File: config.mk
export PLATFORM = sky130hd
export DESIGN_NAME = lc4_perf_monitor_flat
export DESIGN_NICKNAME = d
export VERILOG_FILES = /design/src/rtl/lc4_perf_if.sv /design/src/rtl/lc4_perf_monitor.sv /design/src/flat_wrapper.sv
export SDC_FILE = /design/constraint.sdc
export NUM_CORES = 1
export LEC_CHECK = 0
export BUFFER_PORTS_ARGS = -buffer_cell sky130_fd_sc_hd__buf_2
export CAP_MARGIN = 20
export CORE_MARGIN = 2
export CORE_UTILIZATION = 45
export CTS_CLUSTER_SIZE = 40
export DETAILED_ROUTE_END_ITERATION = 12
export PLACE_DENSITY = 0.64
export REMOVE_ABC_BUFFERS = 1
export SYNTH_ARGS = -nofsm -noshare
export SYNTH_HDL_FRONTEND = slang
export SYNTH_SLANG_ARGS = --single-unit
File: constraint.sdc
create_clock -name clk -period 5.9 [get_ports clk]
set_clock_uncertainty 0.05 [all_clocks]
set_input_delay 0.59 -clock clk [delete_from_list [all_inputs] [get_ports clk]]
set_output_delay 0.59 -clock clk [all_outputs]
set_load 0.01 [all_outputs]
File: src/rtl/lc4_perf_if.sv
// Trace-port bundle between lc4_processor's test_* outputs and lc4_perf_monitor.
// The CPI result signals exist only when LC4_PERF_CPI_EN is defined.
interface lc4_perf_if #(
  parameter int INSN  = 19,
  parameter int CNT_W = 32
);
  logic             gwe;
  logic [1:0]       test_stall;
  logic [INSN:0]    test_insn;
  logic             clear;
  logic [CNT_W-1:0] o_num_cycles;
  logic [CNT_W-1:0] o_num_exec;
  logic [CNT_W-1:0] o_num_cache_stall;
  logic [CNT_W-1:0] o_num_branch_stall;
  logic [CNT_W-1:0] o_num_load_stall;
  logic             o_running;
  logic             o_halted;
`ifdef LC4_PERF_CPI_EN
  logic [CNT_W-1:0] o_cpi_x1000;
  logic             o_cpi_valid;
`endif

  modport master (
    output gwe, test_stall, test_insn, clear,
    input  o_num_cycles, o_num_exec, o_num_cache_stall, o_num_branch_stall,
           o_num_load_stall, o_running, o_halted
`ifdef LC4_PERF_CPI_EN
           , o_cpi_x1000, o_cpi_valid
`endif
  );

  modport slave (
    input  gwe, test_stall, test_insn, clear,
    output o_num_cycles, o_num_exec, o_num_cache_stall, o_num_branch_stall,
           o_num_load_stall, o_running, o_halted
`ifdef LC4_PERF_CPI_EN
           , o_cpi_x1000, o_cpi_valid
`endif
  );
endinterface

File: src/rtl/lc4_perf_monitor.sv
// Cycle/stall performance counters and halt detector on the LC4 trace port.
// Optional LC4_PERF_CPI_EN adds a post-halt serial divider producing CPI x1000.
module lc4_perf_monitor #(
  parameter int            INSN      = 19,
  parameter int            CNT_W     = 32,
  parameter logic [INSN:0] HALT_INSN = 20'h88000
) (
  input  logic      clk,
  input  logic      rst,
  lc4_perf_if.slave bus
);
  localparam logic [1:0] S_IDLE   = 2'd0;
  localparam logic [1:0] S_RUN    = 2'd1;
  localparam logic [1:0] S_HALTED = 2'd2;

  logic [1:0]       state_q, state_d;
  logic [CNT_W-1:0] cyc_q, cyc_d, exe_q, exe_d, cst_q, cst_d;
  logic [CNT_W-1:0] bst_q, bst_d, lst_q, lst_d;
  logic             count_en, halt_hit;

`ifdef LC4_PERF_CPI_EN
  localparam logic [1:0] S_DIV = 2'd3;
  localparam int DW = CNT_W + 10;
  localparam int SW = $clog2(DW);

  logic [CNT_W-1:0] cpi_q, cpi_d, rem_q, rem_d, dvs_q, dvs_d;
  logic             cpiv_q, cpiv_d;
  logic [DW-1:0]    quo_q, quo_d, q_full;
  logic [SW-1:0]    step_q, step_d;
  logic [CNT_W:0]   rem_sh, diff;
`endif

  function automatic logic [CNT_W-1:0] sat_inc(input logic [CNT_W-1:0] v);
    return (&v) ? v : v + CNT_W'(1);
  endfunction

  always_comb begin
    state_d  = state_q;
    cyc_d    = cyc_q;
    exe_d    = exe_q;
    cst_d    = cst_q;
    bst_d    = bst_q;
    lst_d    = lst_q;
    count_en = bus.gwe && (state_q == S_IDLE || state_q == S_RUN);
    halt_hit = count_en && (bus.test_stall == 2'd0) && (bus.test_insn == HALT_INSN);
`ifdef LC4_PERF_CPI_EN
    cpi_d  = cpi_q;
    cpiv_d = cpiv_q;
    rem_d  = rem_q;
    dvs_d  = dvs_q;
    quo_d  = quo_q;
    step_d = step_q;
    rem_sh = '0;
    diff   = '0;
    q_full = '0;
`endif

    if (count_en) begin
      state_d = S_RUN;
      cyc_d   = sat_inc(cyc_q);
      // An unknown stall code still counts the cycle but no category.
      case (bus.test_stall)
        2'd0:    exe_d = sat_inc(exe_q);
        2'd1:    cst_d = sat_inc(cst_q);
        2'd2:    bst_d = sat_inc(bst_q);
        2'd3:    lst_d = sat_inc(lst_q);
        default: ;
      endcase
    end

    if (halt_hit) begin
`ifdef LC4_PERF_CPI_EN
      // Divider operands include the halt cycle itself.
      state_d = S_DIV;
      quo_d   = DW'(cyc_d) * DW'(1000);
      dvs_d   = exe_d;
      rem_d   = '0;
      step_d  = '0;
`else
      state_d = S_HALTED;
`endif
    end

`ifdef LC4_PERF_CPI_EN
    // Restoring division, one quotient bit per clock, MSB of the dividend first.
    if (state_q == S_DIV) begin
      rem_sh = {rem_q, quo_q[DW-1]};
      diff   = rem_sh - {1'b0, dvs_q};
      q_full = {quo_q[DW-2:0], ~diff[CNT_W]};
      rem_d  = diff[CNT_W] ? rem_sh[CNT_W-1:0] : diff[CNT_W-1:0];
      quo_d  = q_full;
      step_d = step_q + SW'(1);
      if (dvs_q == '0) begin
        cpi_d   = '1;
        cpiv_d  = 1'b1;
        state_d = S_HALTED;
      end else if (step_q == SW'(DW-1)) begin
        cpi_d   = (|q_full[DW-1:CNT_W]) ? '1 : q_full[CNT_W-1:0];
        cpiv_d  = 1'b1;
        state_d = S_HALTED;
      end
    end
`endif

    if (bus.clear) begin
      state_d = S_IDLE;
      cyc_d   = '0;
      exe_d   = '0;
      cst_d   = '0;
      bst_d   = '0;
      lst_d   = '0;
`ifdef LC4_PERF_CPI_EN
      cpi_d   = '0;
      cpiv_d  = 1'b0;
`endif
    end
  end

  always_ff @(posedge clk) begin
    if (rst) begin
      state_q <= S_IDLE;
      cyc_q   <= '0;
      exe_q   <= '0;
      cst_q   <= '0;
      bst_q   <= '0;
      lst_q   <= '0;
`ifdef LC4_PERF_CPI_EN
      cpi_q   <= '0;
      cpiv_q  <= 1'b0;
      rem_q   <= '0;
      dvs_q   <= '0;
      quo_q   <= '0;
      step_q  <= '0;
`endif
    end else begin
      state_q <= state_d;
      cyc_q   <= cyc_d;
      exe_q   <= exe_d;
      cst_q   <= cst_d;
      bst_q   <= bst_d;
      lst_q   <= lst_d;
`ifdef LC4_PERF_CPI_EN
      cpi_q   <= cpi_d;
      cpiv_q  <= cpiv_d;
      rem_q   <= rem_d;
      dvs_q   <= dvs_d;
      quo_q   <= quo_d;
      step_q  <= step_d;
`endif
    end
  end

  assign bus.o_num_cycles       = cyc_q;
  assign bus.o_num_exec         = exe_q;
  assign bus.o_num_cache_stall  = cst_q;
  assign bus.o_num_branch_stall = bst_q;
  assign bus.o_num_load_stall   = lst_q;
  assign bus.o_running          = (state_q == S_RUN);
`ifdef LC4_PERF_CPI_EN
  assign bus.o_halted    = (state_q == S_HALTED) || (state_q == S_DIV);
  assign bus.o_cpi_x1000 = cpi_q;
  assign bus.o_cpi_valid = cpiv_q;
`else
  assign bus.o_halted    = (state_q == S_HALTED);
`endif
endmodule

File: src/flat_wrapper.sv
// flat-port wrapper written by rule: the top's interface ports become plain ports
module lc4_perf_monitor_flat 
#(
  parameter int            INSN      = 19,
  parameter int            CNT_W     = 32,
  parameter logic [INSN:0] HALT_INSN = 20'h88000
)
  (clk, rst, bus_gwe, bus_test_stall, bus_test_insn, bus_clear, bus_o_num_cycles, bus_o_num_exec, bus_o_num_cache_stall, bus_o_num_branch_stall, bus_o_num_load_stall, bus_o_running, bus_o_halted);
  lc4_perf_if #(.INSN(INSN), .CNT_W(CNT_W)) bus_i ();
  input  logic clk;
  input  logic rst;
  input wire logic [$bits(bus_i.gwe)-1:0] bus_gwe;
  input wire logic [$bits(bus_i.test_stall)-1:0] bus_test_stall;
  input wire logic [$bits(bus_i.test_insn)-1:0] bus_test_insn;
  input wire logic [$bits(bus_i.clear)-1:0] bus_clear;
  output wire logic [$bits(bus_i.o_num_cycles)-1:0] bus_o_num_cycles;
  output wire logic [$bits(bus_i.o_num_exec)-1:0] bus_o_num_exec;
  output wire logic [$bits(bus_i.o_num_cache_stall)-1:0] bus_o_num_cache_stall;
  output wire logic [$bits(bus_i.o_num_branch_stall)-1:0] bus_o_num_branch_stall;
  output wire logic [$bits(bus_i.o_num_load_stall)-1:0] bus_o_num_load_stall;
  output wire logic [$bits(bus_i.o_running)-1:0] bus_o_running;
  output wire logic [$bits(bus_i.o_halted)-1:0] bus_o_halted;
  assign bus_i.gwe = bus_gwe;
  assign bus_i.test_stall = bus_test_stall;
  assign bus_i.test_insn = bus_test_insn;
  assign bus_i.clear = bus_clear;
  assign bus_o_num_cycles = bus_i.o_num_cycles;
  assign bus_o_num_exec = bus_i.o_num_exec;
  assign bus_o_num_cache_stall = bus_i.o_num_cache_stall;
  assign bus_o_num_branch_stall = bus_i.o_num_branch_stall;
  assign bus_o_num_load_stall = bus_i.o_num_load_stall;
  assign bus_o_running = bus_i.o_running;
  assign bus_o_halted = bus_i.o_halted;
  lc4_perf_monitor #(.INSN(INSN), .CNT_W(CNT_W), .HALT_INSN(HALT_INSN)) u_core (.clk(clk), .rst(rst), .bus(bus_i));
endmodule
==> reports/qor.yml <==
status: "complete, no violations"
die_h_um: 139.5
hold_buffers: 0
post-cts-setup-buffers: 0
first_pass_iters: 5
slew_headroom_pct: 32.49
cp_num_buf_inv: 0
regArea_mm2: 0.003243
hpwl_mm: 15.82
path_delay_family: "simple AND/OR/NAND/NOR gates"
die_w_um: 139.5
drt_iter0_drc: 491
antenna_left: 0
synth_edf_count: 0
wl_per_cell_um: 15.98
crit_chain: "nand4b_1, nor3_2, nand3_1, or4b_2, a21oi_1"
start_kind: "flip-flop"
setup_tns_ns: 0
postSynthAreaPerCell_um2: 8.118
synth-async-reset-ratio_pct: 0
rsz0062_at_grt: "no"
drcViolationCount: 0
place_area_mm2: 0.009392
routed_via_density: 5.915
ys_types: 58
h-tree-depth: 4
grt_pass1_vias: 7330
cts_buffers: 17
core_area_mm2: 0.01796
clock_sinks: 162
peakVddDrop_uv: 204.1
gp_congestion: 0.8162
portBuffers: 187
yosysWarnings: 0
hold_viol_final: 0
clk_pin_slew_worst_paths_ns: 0.06
finalWirelength_mm: 22.82
grt_start_max_net_pins: 66
max-cap-violations: 0
cts_root_buffer: "clkbuf_16"
fmax_mhz: 360.0
n_antenna_cell: 0
multiInputGateArea_mm2: 0.004816
clk_latency_ns: 0.43
timing.final.crit_share_pct: 47.08
die-area_mm2: 0.01946
initial_core_util_pct: 46.01
cts_tree: "yes"
fp-row-count: 49
yosysSeqAreaShare_pct: 39.24
nets: 1220
cts_max_path_buffers: 2
area_growth_pct: 21.18
p_leak_nw: 3.524
cp_slowest_cell: "or4b_2"
cp.required_ns: 6.21
grt.total_usage_pct: 22.77
worstSetupEndpointType: "flip-flop"
design_area_mm2: 0.01001
arrival_ns: 3.09
grt_first_pass_wirelength_mm: 37.07
power_mw: 2.278
setup_violations: 0
ys_seq_elements: 162
cpPeakStageDelay_ns: 0.68
path_class: "reg -> reg"
hold_path.class: "reg -> reg"
drive_gt1_share_pct: 20.85
synth_cells: 1018
synth-main-ff-cell: "dfxtp_1"
overflow: 0
fin_crit_ns: 2.778
antenna_found_initial: 0
fillers: 1725
worstPathMaxFanout: 16
dr_total_vias: 8447
powerDensity_mw_per_mm2: 227.5
io_pins: 188
netlist_area_mm2: 0.008264
tightest_slew_ns: 1.003
cts-resized-gates: 0
drv_slew: 0
==> power by group <==
part           total [mW]  switching [mW]  leakage (nW)  internal (mW)
sequential           1.10         0.00185          1.30           1.09
combinational      0.0598          0.0414          1.95         0.0185
clock                1.12           0.454         0.269          0.667
==> area by class of cell <==
class | instances | area share [%]
clock inverter | 10 | 1.374
clock buffer | 19 | 4.423
sequential | 162 | 32.38
inverter | 12 | 0.4498
timing repair buffer | 198 | 10.42
multi-input combinational | 798 | 48.09
tap | 229 | 2.861
==> synthesized netlist by cell type (10+ instances only) <==
master	n	area (µm²)
dfxtp_1	162	3243
nand2_1	102	382.9
a21oi_1	98	490.5
or3_1	71	444.2
nor2_1	66	247.7
nand3_1	64	320.3
o21ai_0	59	295.3
nand4_1	45	281.5
or4_1	45	337.8
o31ai_1	41	307.8
clkbuf_1	35	131.4
nor4_1	25	156.4
xnor2_1	20	175.2
mux2i_1	19	190.2
and3_1	16	100.1
and4_1	14	122.6
nor3_1	14	70.07
inv_1	12	45.04
buf_2	10	50.05
==> metrics by stage <==
stage	setup slack [ns]	hold WS, ns	cells	utilization, %
after global placement	2.925	0.4154	1396	52.25
after global routing	2.839	0.4569	1428	55.75
after CTS	3.112	0.4319	1426	55.51
after floorplan	2.889	0.4451	972	-
after detailed placement	2.825	0.4226	1397	52.28
final	3.122	0.4310	1428	55.75
==> metal layers <==
layer  GRT usage, %  wire, µm  up-vias
li1               -         -     4243
met4          7.071       384        0
met5              0         0        -
met1          31.04     10850     3979
met3          6.813      1437       27
met2          34.75     10160      198
==> final timing paths <==
path / cells past startpoint / slack (ns) / endpoint / from
worst max-delay path: 5 / 3.12 / u_core.bus.o_num_load_stall[21] / u_core.state_q[1]
worst min register to register: 2 / 0.43 / u_core.bus.o_num_exec[31] / u_core.bus.o_num_exec[31]
worst min-delay path: 2 / 0.43 / u_core.bus.o_num_exec[31] / u_core.bus.o_num_exec[31]
worst max register to register: 5 / 3.12 / u_core.bus.o_num_load_stall[21] / u_core.state_q[1]
==> cell families after synthesis <==
group / share of synthesized area [%]
AOI/OAI and AO/OA: 17.55
xor gates and xnor gates: 2.968
adders and majority gates: 0.7570
buffers and inverters: 2.786
DFF: 39.24
muxes: 2.301
and+or+nand+nor: 34.40
==> cells in the final DEF (no fill, tap or decap), types with 3 or more instances in the layout <==
| master | instances |
|---|---|
| or4_1 | 45 |
| o21ai_0 | 59 |
| o21a_1 | 4 |
| clkbuf_16 | 17 |
| ha_1 | 5 |
| nor4_1 | 24 |
| buf_4 | 8 |
| nor2b_1 | 3 |
| nor3_1 | 14 |
| o31a_1 | 3 |
| a41o_1 | 3 |
| buf_2 | 188 |
| nand4_1 | 45 |
| a21oi_1 | 98 |
| or2_2 | 6 |
| nor2_1 | 65 |
| and4_1 | 14 |
| nand2_1 | 102 |
| or3_1 | 71 |
| o31ai_1 | 41 |
| a211oi_1 | 6 |
| nand3_1 | 64 |
| mux2i_1 | 19 |
| or4b_2 | 3 |
| o211ai_1 | 9 |
| bufinv_16 | 3 |
| clkinvlp_4 | 5 |
| dfxtp_1 | 162 |
| nor3b_1 | 4 |
| and3_1 | 16 |
| a31oi_1 | 3 |
| and2_1 | 3 |
| nor4b_1 | 6 |
| inv_1 | 12 |
| xnor2_1 | 20 |
| xor2_1 | 8 |
==> worst reg2reg max path: stages (launching register included) <==
cell and delay, ns:
dfxtp_1 0.37, nand4b_1 0.60, nor3_2 0.53, nand3_1 0.32
or4b_2 0.68, a21oi_1 0.15
==> registers in the layout, summed over array words and instances (netlist names) <==
signal	cells
u_core.bus.o_num_branch_stall	32
u_core.bus.o_num_cache_stall	32
u_core.bus.o_num_cycles	32
u_core.bus.o_num_exec	32
u_core.bus.o_num_load_stall	32
u_core.state_q	2
Power figures use the tool's default switching activity.
